**src/rtl/md_pkg.sv**
```systemverilog
// Shared encodings for the multiply/divide sequencer: op codes, FSM states,
// iteration count and the divide-by-zero LO value.
package md_pkg;

    localparam int          MD_ITER       = 32;
    localparam logic [31:0] MD_DIVZERO_LO = 32'hFFFF_FFFF;

    typedef enum logic [1:0] {
        MD_MULT  = 2'b00,
        MD_MULTU = 2'b01,
        MD_DIV   = 2'b10,
        MD_DIVU  = 2'b11
    } mdOp_t;

    typedef enum logic [1:0] {
        ST_IDLE = 2'b00,
        ST_MUL  = 2'b01,
        ST_DIV  = 2'b10,
        ST_FIX  = 2'b11
    } mdState_t;

    // MULT and DIV are the signed flavours (op bit 0 clear).
    function automatic logic isSignedOp(input logic [1:0] op);
        return !op[0];
    endfunction

endpackage

```
**src/rtl/md_if.sv**
```systemverilog
// Execute-stage bundle between the pipeline (master) and the MD sequencer (slave).
interface md_if #(parameter int XLEN = 32);

    logic            startE;
    logic [1:0]      mdOpE;
    logic [XLEN-1:0] srcAE;
    logic [XLEN-1:0] srcBE;
    logic            mtHiE;
    logic            mtLoE;
    logic [XLEN-1:0] mtDataE;
    logic            mdUseD;
    logic [XLEN-1:0] hi;
    logic [XLEN-1:0] lo;
    logic            busy;
    logic            stallMD;
    logic            done;
    logic            divZero;

    modport master (
        output startE, mdOpE, srcAE, srcBE, mtHiE, mtLoE, mtDataE, mdUseD,
        input  hi, lo, busy, stallMD, done, divZero
    );

    modport slave (
        input  startE, mdOpE, srcAE, srcBE, mtHiE, mtLoE, mtDataE, mdUseD,
        output hi, lo, busy, stallMD, done, divZero
    );

endinterface

```
**src/rtl/md_iter_step.sv**
```systemverilog
// One combinational iteration: shift-add multiply step or restoring divide step.
module md_iter_step #(
    parameter int XLEN = 32
) (
    input  logic              isDiv,
    input  logic [2*XLEN-1:0] acc,
    input  logic [2*XLEN-1:0] mcand,
    input  logic [XLEN-1:0]   mplier,
    output logic [2*XLEN-1:0] accNext,
    output logic [2*XLEN-1:0] mcandNext,
    output logic [XLEN-1:0]   mplierNext
);

    // Divide keeps {remainder, dividend/quotient} in acc; remainder < divisor,
    // so bit XLEN of the trial difference is a clean borrow flag.
    logic [XLEN:0] trial;

    always_comb begin
        trial      = acc[2*XLEN-1:XLEN-1] - {1'b0, mplier};
        accNext    = acc;
        mcandNext  = mcand;
        mplierNext = mplier;
        if (isDiv) begin
            if (!trial[XLEN])
                accNext = {trial[XLEN-1:0], acc[XLEN-2:0], 1'b1};
            else
                accNext = {acc[2*XLEN-2:0], 1'b0};
        end else begin
            if (mplier[0])
                accNext = acc + mcand;
            mcandNext  = {mcand[2*XLEN-2:0], 1'b0};
            mplierNext = {1'b0, mplier[XLEN-1:1]};
        end
    end

endmodule

```
**src/rtl/md_sequencer.sv**
```systemverilog
// Iterative MULT/MULTU/DIV/DIVU sequencer owning HI/LO.
// Define MD_EARLY_TERM_EN to let MUL finish once the remaining multiplier bits are zero.
//
// state   | meaning
// IDLE    | waiting; serves MTHI/MTLO; a start loads magnitudes and signs
// MUL     | one shift-add iteration per cycle
// DIV     | one restoring-divide iteration per cycle
// FIX     | sign correction and HI/LO write-back
module md_sequencer
    import md_pkg::*;
#(
    parameter int XLEN  = 32,
    parameter int CNT_W = 5
) (
    input logic i_clk,
    input logic i_rst_n,
    md_if.slave md
);

    mdState_t          state;
    logic [CNT_W-1:0]  cnt;
    logic [2*XLEN-1:0] acc;
    logic [2*XLEN-1:0] mcand;
    logic [XLEN-1:0]   mplier;
    logic [XLEN-1:0]   hiReg;
    logic [XLEN-1:0]   loReg;
    logic              isDiv;
    logic              negRes;
    logic              negRem;
    logic              busy;
    logic              done;
    logic              divZero;

    logic [2*XLEN-1:0] accNext;
    logic [2*XLEN-1:0] mcandNext;
    logic [XLEN-1:0]   mplierNext;
    logic              sgn;
    logic [XLEN-1:0]   absA;
    logic [XLEN-1:0]   absB;
    logic [2*XLEN-1:0] prodFix;
    logic [XLEN-1:0]   quotFix;
    logic [XLEN-1:0]   remFix;
    logic              lastIter;

    md_iter_step #(.XLEN(XLEN)) uStep (
        .isDiv      (isDiv),
        .acc        (acc),
        .mcand      (mcand),
        .mplier     (mplier),
        .accNext    (accNext),
        .mcandNext  (mcandNext),
        .mplierNext (mplierNext)
    );

    always_comb begin
        sgn  = isSignedOp(md.mdOpE);
        absA = (sgn && md.srcAE[XLEN-1]) ? -md.srcAE : md.srcAE;
        absB = (sgn && md.srcBE[XLEN-1]) ? -md.srcBE : md.srcBE;
    end

    always_comb begin
        prodFix = negRes ? -acc : acc;
        quotFix = negRes ? -acc[XLEN-1:0] : acc[XLEN-1:0];
        remFix  = negRem ? -acc[2*XLEN-1:XLEN] : acc[2*XLEN-1:XLEN];
    end

    always_comb begin
        lastIter = (cnt == CNT_W'(MD_ITER - 1));
`ifdef MD_EARLY_TERM_EN
        if (!isDiv && mplierNext == '0)
            lastIter = 1'b1;
`else
`endif
    end

    always_ff @(posedge i_clk or negedge i_rst_n) begin
        if (!i_rst_n) begin
            state   <= ST_IDLE;
            cnt     <= '0;
            acc     <= '0;
            mcand   <= '0;
            mplier  <= '0;
            hiReg   <= '0;
            loReg   <= '0;
            isDiv   <= 1'b0;
            negRes  <= 1'b0;
            negRem  <= 1'b0;
            busy    <= 1'b0;
            done    <= 1'b0;
            divZero <= 1'b0;
        end else begin
            done <= 1'b0;
            case (state)
                ST_IDLE: begin
                    if (md.startE) begin
                        isDiv  <= md.mdOpE[1];
                        negRes <= sgn & (md.srcAE[XLEN-1] ^ md.srcBE[XLEN-1]);
                        negRem <= sgn & md.srcAE[XLEN-1];
                        // Divide parks the raw rs in mcand for the divide-by-zero result.
                        acc    <= md.mdOpE[1] ? {{XLEN{1'b0}}, absA} : '0;
                        mcand  <= md.mdOpE[1] ? {{XLEN{1'b0}}, md.srcAE}
                                              : {{XLEN{1'b0}}, absA};
                        mplier  <= absB;
                        cnt     <= '0;
                        busy    <= 1'b1;
                        divZero <= 1'b0;
                        state   <= md.mdOpE[1] ? ST_DIV : ST_MUL;
                    end else begin
                        if (md.mtHiE)
                            hiReg <= md.mtDataE;
                        if (md.mtLoE)
                            loReg <= md.mtDataE;
                    end
                end
                ST_MUL, ST_DIV: begin
                    acc    <= accNext;
                    mcand  <= mcandNext;
                    mplier <= mplierNext;
                    cnt    <= cnt + CNT_W'(1);
                    if (lastIter)
                        state <= ST_FIX;
                end
                ST_FIX: begin
                    if (isDiv) begin
                        if (mplier == '0) begin
                            hiReg   <= mcand[XLEN-1:0];
                            loReg   <= XLEN'(MD_DIVZERO_LO);
                            divZero <= 1'b1;
                        end else begin
                            hiReg <= remFix;
                            loReg <= quotFix;
                        end
                    end else begin
                        hiReg <= prodFix[2*XLEN-1:XLEN];
                        loReg <= prodFix[XLEN-1:0];
                    end
                    busy  <= 1'b0;
                    done  <= 1'b1;
                    state <= ST_IDLE;
                end
                default: state <= ST_IDLE;
            endcase
        end
    end

    assign md.hi      = hiReg;
    assign md.lo      = loReg;
    assign md.busy    = busy;
    assign md.done    = done;
    assign md.divZero = divZero;
    assign md.stallMD = busy & md.mdUseD;

    // The hazard unit must keep starts and MT* out of E while an operation is in flight.
    noIssueWhileBusy: assert property (@(posedge i_clk) disable iff (!i_rst_n)
        busy |-> !(md.startE || md.mtHiE || md.mtLoE));

endmodule
```
**src/flat_wrapper.sv**
```systemverilog
// flat-port wrapper written by rule: the top's interface ports become plain ports
module md_sequencer_flat import md_pkg::*;
#(
    parameter int XLEN  = 32,
    parameter int CNT_W = 5
)
  (i_clk, i_rst_n, md_startE, md_mdOpE, md_srcAE, md_srcBE, md_mtHiE, md_mtLoE, md_mtDataE, md_mdUseD, md_hi, md_lo, md_busy, md_stallMD, md_done, md_divZero);
  md_if #(.XLEN(XLEN)) md_i ();
  input logic i_clk;
  input logic i_rst_n;
  input wire logic [$bits(md_i.startE)-1:0] md_startE;
  input wire logic [$bits(md_i.mdOpE)-1:0] md_mdOpE;
  input wire logic [$bits(md_i.srcAE)-1:0] md_srcAE;
  input wire logic [$bits(md_i.srcBE)-1:0] md_srcBE;
  input wire logic [$bits(md_i.mtHiE)-1:0] md_mtHiE;
  input wire logic [$bits(md_i.mtLoE)-1:0] md_mtLoE;
  input wire logic [$bits(md_i.mtDataE)-1:0] md_mtDataE;
  input wire logic [$bits(md_i.mdUseD)-1:0] md_mdUseD;
  output wire logic [$bits(md_i.hi)-1:0] md_hi;
  output wire logic [$bits(md_i.lo)-1:0] md_lo;
  output wire logic [$bits(md_i.busy)-1:0] md_busy;
  output wire logic [$bits(md_i.stallMD)-1:0] md_stallMD;
  output wire logic [$bits(md_i.done)-1:0] md_done;
  output wire logic [$bits(md_i.divZero)-1:0] md_divZero;
  assign md_i.startE = md_startE;
  assign md_i.mdOpE = md_mdOpE;
  assign md_i.srcAE = md_srcAE;
  assign md_i.srcBE = md_srcBE;
  assign md_i.mtHiE = md_mtHiE;
  assign md_i.mtLoE = md_mtLoE;
  assign md_i.mtDataE = md_mtDataE;
  assign md_i.mdUseD = md_mdUseD;
  assign md_hi = md_i.hi;
  assign md_lo = md_i.lo;
  assign md_busy = md_i.busy;
  assign md_stallMD = md_i.stallMD;
  assign md_done = md_i.done;
  assign md_divZero = md_i.divZero;
  md_sequencer #(.XLEN(XLEN), .CNT_W(CNT_W)) u_core (.i_clk(i_clk), .i_rst_n(i_rst_n), .md(md_i));
endmodule
```
**config.mk**
```make
export PLATFORM = sky130hd
export DESIGN_NAME = md_sequencer_flat
export DESIGN_NICKNAME = d
export VERILOG_FILES = /design/src/rtl/md_pkg.sv /design/src/rtl/md_if.sv /design/src/rtl/md_iter_step.sv /design/src/rtl/md_sequencer.sv /design/src/flat_wrapper.sv
export SDC_FILE = /design/constraint.sdc
export NUM_CORES = 1
export LEC_CHECK = 0
export ABC_CLOCK_PERIOD_IN_PS = 9700
export CAP_MARGIN = 20
export CORE_MARGIN = 1
export CORE_UTILIZATION = 65
export CTS_CLUSTER_DIAMETER = 150
export DETAILED_ROUTE_END_ITERATION = 12
export GPL_TIMING_DRIVEN = 0
export PLACE_DENSITY = 0.88
export SLEW_MARGIN = 20
export SYNTH_ARGS = -nofsm -noshare
export SYNTH_HDL_FRONTEND = slang
export SYNTH_SLANG_ARGS = --single-unit
```
**constraint.sdc**
```tcl
create_clock -name i_clk -period 9.7 [get_ports i_clk]
set_clock_uncertainty 0.05 [all_clocks]
set_input_delay 0.97 -clock i_clk [delete_from_list [all_inputs] [get_ports i_clk]]
set_output_delay 0.97 -clock i_clk [all_outputs]
set_load 0.005 [all_outputs]
```
==> results of run 1 <==
[cells by family (layout without fill, tap and decap cells)]
| group | count (synthesis) | count (layout) | share of synthesized area [%] |
|---|---|---|---|
| simple gates | 820 | 820 | 19.0 |
| buf+inv | 256 | 472 | 4.78 |
| flops | 237 | 237 | 28.4 |
| compound gates | 953 | 953 | 28.3 |
| mux | 68 | 68 | 3.35 |
| fa+ha+maj | 105 | 105 | 6.36 |
| xor+xnor | 233 | 233 | 9.77 |
[synth_stat cells (35+ instances only)]
master and instances:
inv_1 71, a21o_1 69, mux2i_1 53, xor2_1 95, ha_1 103, nand2_1 298, dfrtp_1 237, o22ai_1 38
a22o_1 35, nor3_1 37, clkbuf_1 148, xnor2_1 138, nor2_1 200, o21ai_0 281, or3_1 48, a21oi_1 273
[registers in the layout, indices dropped and copies added (netlist names)]
name / cells
u_core.acc: 64
u_core.cnt: 5
u_core.isDiv: 1
u_core.mcand: 64
u_core.md.busy: 1
u_core.md.divZero: 1
u_core.md.done: 1
u_core.md.hi: 32
u_core.md.lo: 32
u_core.mplier: 32
u_core.negRem: 1
u_core.negRes: 1
u_core.state: 2
[cell type report]
| type | instances | area [um2] | area share [%] |
|---|---|---|---|
| buffer | 184 | 728 | 3.03 |
| clock buffer | 31 | 721 | 3.00 |
| clock inverter | 17 | 190 | 0.792 |
| inverter | 72 | 270 | 1.12 |
| multi-input combinational | 2179 | 14000 | 58.1 |
| sequential | 237 | 5930 | 24.7 |
| tap | 402 | 503 | 2.09 |
| timing repair buffer | 168 | 1720 | 7.17 |
[worst max-delay path: cells and delay by family (launching register included)]
| kind | cells | cell delay [ns] |
|---|---|---|
| AOI/OAI and AO/OA | 5 | 1.53 |
| adders and majority gates | 1 | 0.47 |
| buffers and inverters | 3 | 0.62 |
| DFF | 1 | 0.61 |
| muxes | 1 | 0.35 |
| and+or+nand+nor | 4 | 0.80 |
[metrics by stage]
step / cells / setup WS (ns) / total power, mW / hold slack [ns] / setup TNS, ns
after detailed placement: 3242 / 5.27 / 7.82 / 0.425 / 0
after floorplan: 2672 / 6.29 / 5.67 / 0.394 / 0
after CTS: 3290 / 5.32 / 8.94 / 0.294 / 0
final: 3290 / 5.14 / 9.29 / 0.266 / 0
after global routing: 3290 / 5.00 / 9.71 / 0.312 / 0
after global placement: 3240 / -2.03 / 7.60 / 0.403 / -471.12
[path summary, 6_finish.rpt]
kind                                        from          endpoint  slack [ns]  cells past startpoint
worst min register to register  u_core.md.lo[15]  u_core.md.lo[15]        0.45                      2
max in group asynchronous                i_rst_n  u_core.mcand[61]        8.42                      2
min in group i_clk              u_core.md.lo[15]  u_core.md.lo[15]        0.45                      2
worst min-delay path                     i_rst_n   u_core.mcand[8]        0.27                      1
worst max-delay path              u_core.acc[32]    u_core.acc[42]        5.14                     14
worst max register to register    u_core.acc[32]    u_core.acc[42]        5.14                     14
[layer usage]
layer	track usage, %	share of wire [%]
met1	60.8	36
met2	77.4	43
met3	10.3	12
met4	40.3	9.8
met5	0	0.014
[report_power, final]
group | switching [mW] | internal [mW] | total [mW]
Sequential | 0.567 | 1.40 | 1.97
Clock | 0.461 | 0.616 | 1.08
Combinational | 4.06 | 2.18 | 6.24
==> summary.md, run 1 <==
| Metric | Value |
|---|---|
| Setup repair after global routing missed its margin | no |
| Yosys Warn Count | 0 |
| Most common cell after layout, fill and taps aside | nand2_1 |
| Least-Margin Pin Slew | around 0.94 ns |
| Part of the Yosys area used for sequential elements | between 20% and 30% |
| Final Setup Violations | 0 |
| Total core area | around 0.032 mm2 |
| Clock transition at path regs | 0.07 ns |
| CTS H-tree lvls | 1 |
| Layout net count | a little over 3,000 |
| Commonest cells after routing, fill and taps aside | 298 x nand2_1, 281 x o21ai_0, 272 x a21oi_1 |
| Util after Layout | between 70 and 80% |
| Ys async rst share | 100% |
| ANT cells | 0 |
| I/O Pins | 172 |
| Top post-synthesis cells by area | dfrtp_1 28%, o21ai_0 6.7%, a21oi_1 6.5%, ha_1 6.2%, xnor2_1 5.8% |
| CP max-delay cell | dfrtp_1 |
| Die Ht | ~180 um |
| # fillers | around 2,400 |
| CP required | about 10 ns |
| DR iter-0 viols | between 3,000 and 4,000 |
| Vias per cell | between 7 and 8 |
| CP max FO | 10 |
| Antenna Nets Post-Route | 0 |
| Post-route cell area | ~0.024 mm2 |
| Worst vdd ir | 277 uV |
| Row count | 65 |
| DR pass1 iterations | 7 |
| Area delta synth->final | 15.0% |
| Via count | approximately 23,000 |
| Post-synth top area cell | dfrtp_1 |
| Synth top area share | around 28% |
| Starting Density | between 60% and 70% |
| DR WL/cell | approximately 25 um |
| Vias in the first global route | roughly 22,000 |
| Ratio of cells with drive above 1 in the final layout | between 4 and 5% |
| Crit Path Class | flip-flop to flip-flop |
| Fmax | between 200 and 250 MHz |
| Leak pwr | between 10 and 15 nW |
| Postcts setup bufs | 0 |
| CTS Sinks | 237 |
| Cell mode on critical path | o2111ai_1 |
| Mean Syn Cell Area | between 7 and 8 um2 |
| First-pass GRT wire length | 127,000 um |
| HP Class | input port to async pin |
| Slew headroom | between 30% and 40% |
| Clock tree buffer depth | 3 |
| Crit path arrival time | approximately 5.0 ns |
| Clk_lat worst skew | about 0.57 ns |
| Hold Violations, Final | 0 |
| Final period util | about 47% |
| Post-CTS Hold Buffers | 0 |
| Root Driver | clkbuf_16 |
| Gr ovfl total | 0 |
| Pin count of the biggest net entering global routing | ~100 |
| Synthesized cell area | 0.0209 mm2 |
| CP Cell Sequence | inv_1, fa_1, nor2b_1, o2111ai_1, and3_1, o32ai_2, a21oi_1, o2111ai_1, and2_1, buf_4, buf_6, mux2i_1, nand2_1, a32o_1 |
| Number of CTS-inserted buffers | 27 |
| Placer Congestion | ~1.1 |
| IO buf count | 166 |
| Pwr per Cell Area | roughly 390 mW/mm2 |
| CP Launch Type | flip-flop |
| Synth cell types | roughly 90 |
| Crit end category | flip-flop |
| Placed Area | 0.0231 mm2 |
| Number of flops mapped to enable cells by yosys | 0 |
| Max incr delay on CP | about 0.61 ns |
| Min Clock Period, post-route | ~4.6 ns |
| Post-CTS resize count | 0 |
| Initial antenna violation count | 1 |
| Routed WL | ~83,000 um |
| Die width | 181 um |
| Post-DP HPWL | about 64,000 um |
| Fin. max-slew vios | 0 |
| Synth Flop Type | dfrtp_1 |
| GR Util All Layers | 50.1% |
| #FFs+latches synth | 237 |
| Die area | roughly 0.033 mm2 |
| CTS tree | yes |
| Maxcap violations | 0 |
| Post-route DRC | 0 |
| Cells after Synth | between 2,000 and 3,000 |
| Syn nets | 2,881 |
| Outcome | finished clean |
Note: power is estimated with default switching activity, not from simulation.
==> run 2, diff against run 1 <==
ABC_CLOCK_PERIOD_IN_PS = 4050   (was 9700)
CORE_UTILIZATION = 54   (was 65)
PLACE_DENSITY = 0.78   (was 0.88)
clock period = 4.05 ns   (was 9.7 ns; I/O delays follow)
==> summary.md, run 2 (synthesis gave the netlist of run 1 again) <==
| Metric | Value |
|---|---|
| Outcome | finished clean |
| Vias in the first global route | 21,300 |
| Vias per cell | roughly 6.7 |
| CP Launch Type | flip-flop |
| Min Clock Period, post-route | 3.93 ns |
| Crit path arrival time | about 4.3 ns |
| Crit Path Class | flip-flop to flip-flop |
| First-pass GRT wire length | around 130,000 um |
| Worst vdd ir | ~590 uV |
| CP max-delay cell | o21ai_0 |
| Die Ht | 199 um |
| Final cell count without fillers | 3,409 |
| Initial antenna violation count | 1 |
| Pwr per Cell Area | 914 mW/mm2 |
| CP required | about 4.4 ns |
| DR pass1 iterations | 6 |
| Starting Density | between 50% and 60% |
| Root Driver | clkbuf_16 |
| Placed Area | ~0.023 mm2 |
| Final Setup Violations | 0 |
| # fillers | roughly 3,400 |
| Via count | around 23,000 |
| Crit end category | flip-flop |
| Maxcap violations | 0 |
| Placed Cells | 3,351 |
| DR iter-0 viols | approximately 2,600 |
| Commonest cells after routing, fill and taps aside | 298 x nand2_1, 277 x o21ai_0, 267 x a21oi_1 |
| Number of CTS-inserted buffers | 29 |
| CTS H-tree lvls | 1 |
| IO buf count | 166 |
| CP Cell Sequence | ha_1, fa_1, a21oi_2, nand4b_1, a21oi_1, o21ai_0, a21oi_1, nor2_1, o221ai_1, nor2_1, xnor2_1, a221o_1 |
| Top Registers | u_core.acc (64), u_core.mcand (64) |
| Hold Violations, Final | 0 |
| ANT cells | 0 |
| Tot Pwr | roughly 22 mW |
| Max incr delay on CP | 0.53 ns |
| Area delta synth->final | 16.6% |
| Clock transition at path regs | roughly 0.060 ns |
| FF-to-FF setup slack | about 0.12 ns |
| GR Util All Layers | 42.8% |
| Routed WL | 85,000 um |
| CTS Sinks | between 200 and 250 |
| Gr ovfl total | 0 |
| Layout net count | about 3,100 |
| Clock tree buffer depth | 3 |
| Fmax | approximately 250 MHz |
| Post-route cell area | between 0.02 and 0.025 mm2 |
| CP max FO | 4 |
| Row count | 71 |
| Slew headroom | roughly 25% |
| Pin count of the biggest net entering global routing | approximately 100 |
| Leak pwr | slightly above 10 nW |
| Ratio of cells with drive above 1 in the final layout | 4.93% |
| HP Class | input port to async pin |
| I/O Pins | roughly 170 |
| Placer Congestion | 1.05 |
| Total core area | 0.0378 mm2 |
| Antenna Nets Post-Route | 0 |
| CTS tree | yes |
| Least-Margin Pin Slew | between 1 and 1.5 ns |
| Final hold slack | around 0.30 ns |
| Die width | ~200 um |
| R2R cell count | 12 |
| Clk_lat worst skew | between 0.5 and 0.6 ns |
| Setup TNS | 0 ns |
| DR WL/cell | around 25 um |
| Fin. max-slew vios | 0 |
| Most common cell after layout, fill and taps aside | nand2_1 |
| Worst R2R Start | u_core.mcand[0] |
| Post-route DRC | 0 |
| Die area | between 0.03 and 0.04 mm2 |
| R2r endpoint | u_core.acc[52] |
| Final period util | 97.1% |
| Post-DP HPWL | 67,500 um |
==> run 2: worst max path at each step <==
stage	start	endpoint	slack (ns)	cells past startpoint
2_1_floorplan	u_core.acc[31]	u_core.acc[60]	0.64	14
3_3_place_gp	i_rst_n	u_core.acc[47]	-7.44	1
3_5_place_dp	u_core.acc[32]	u_core.acc[56]	-0.36	14
4_1_cts	u_core.acc[31]	u_core.acc[56]	-0.03	15
5_1_grt	u_core.mplier[0]	u_core.acc[56]	-0.02	14
6_report	u_core.mcand[0]	u_core.acc[52]	0.12	12
==> run 2: final cells by class <==
cell class / count / area [um2] / area share [%]
clock inverters: 12 / 158 / 0.647
repair buffers: 175 / 1780 / 7.30
flip-flops and latches: 237 / 5930 / 24.4
inverters: 72 / 270 / 1.11
plain buffers: 184 / 734 / 3.02
well taps: 511 / 639 / 2.63
multi-input cells: 2179 / 14000 / 57.6
clock buffers: 39 / 813 / 3.34
==> run 2: layer usage <==
layer	global-route usage [%]	up-vias	wire length (um)
met5	0	-	12
met1	55.4	10800	33400
met2	66.9	1417	37000
met3	6.38	300	8180
li1	-	10100	-
met4	27.3	2	6430
==> run 2: worst max-delay path, delay by kind of cell (launching register included) <==
| kind | cells | cell delay (ns) |
|---|---|---|
| AND/OR/NAND/NOR | 3 | 0.83 |
| AO/OA/AOI/OAI | 6 | 1.61 |
| XOR/XNOR | 1 | 0.09 |
| flip-flops | 1 | 0.50 |
| adder cells (fa/ha/maj) | 2 | 0.73 |
==> run 2: report_power, final <==
| group | switching [mW] | total, mW | internal [mW] |
|---|---|---|---|
| logic | 9.59 | 14.9 | 5.26 |
| registers | 1.35 | 4.72 | 3.36 |
| clock network | 1.10 | 2.70 | 1.60 |
| total | 12.0 | 22.3 | 10.2 |
==> run 2: through the flow <==
stage	worst slack, ns	util (%)
floorplan	0.637	-
global placement	-7.44	61.3
detailed placement	-0.360	61.4
CTS	-0.0299	64.2
global route	-0.0229	64.3
finish	0.117	64.3
==> run 2: what timing repair did <==
| action | in CTS | in global routing |
|---|---|---|
| setup endpoints to repair | 33 | 115 |
| endpoints found under the hold margin | 60 | 0 |
| hold buffers | 1 | 0 |
| buffers inserted | 3 | 3 |
| pin swaps | 1 | 3 |
| gates resized for setup | 6 | 20 |
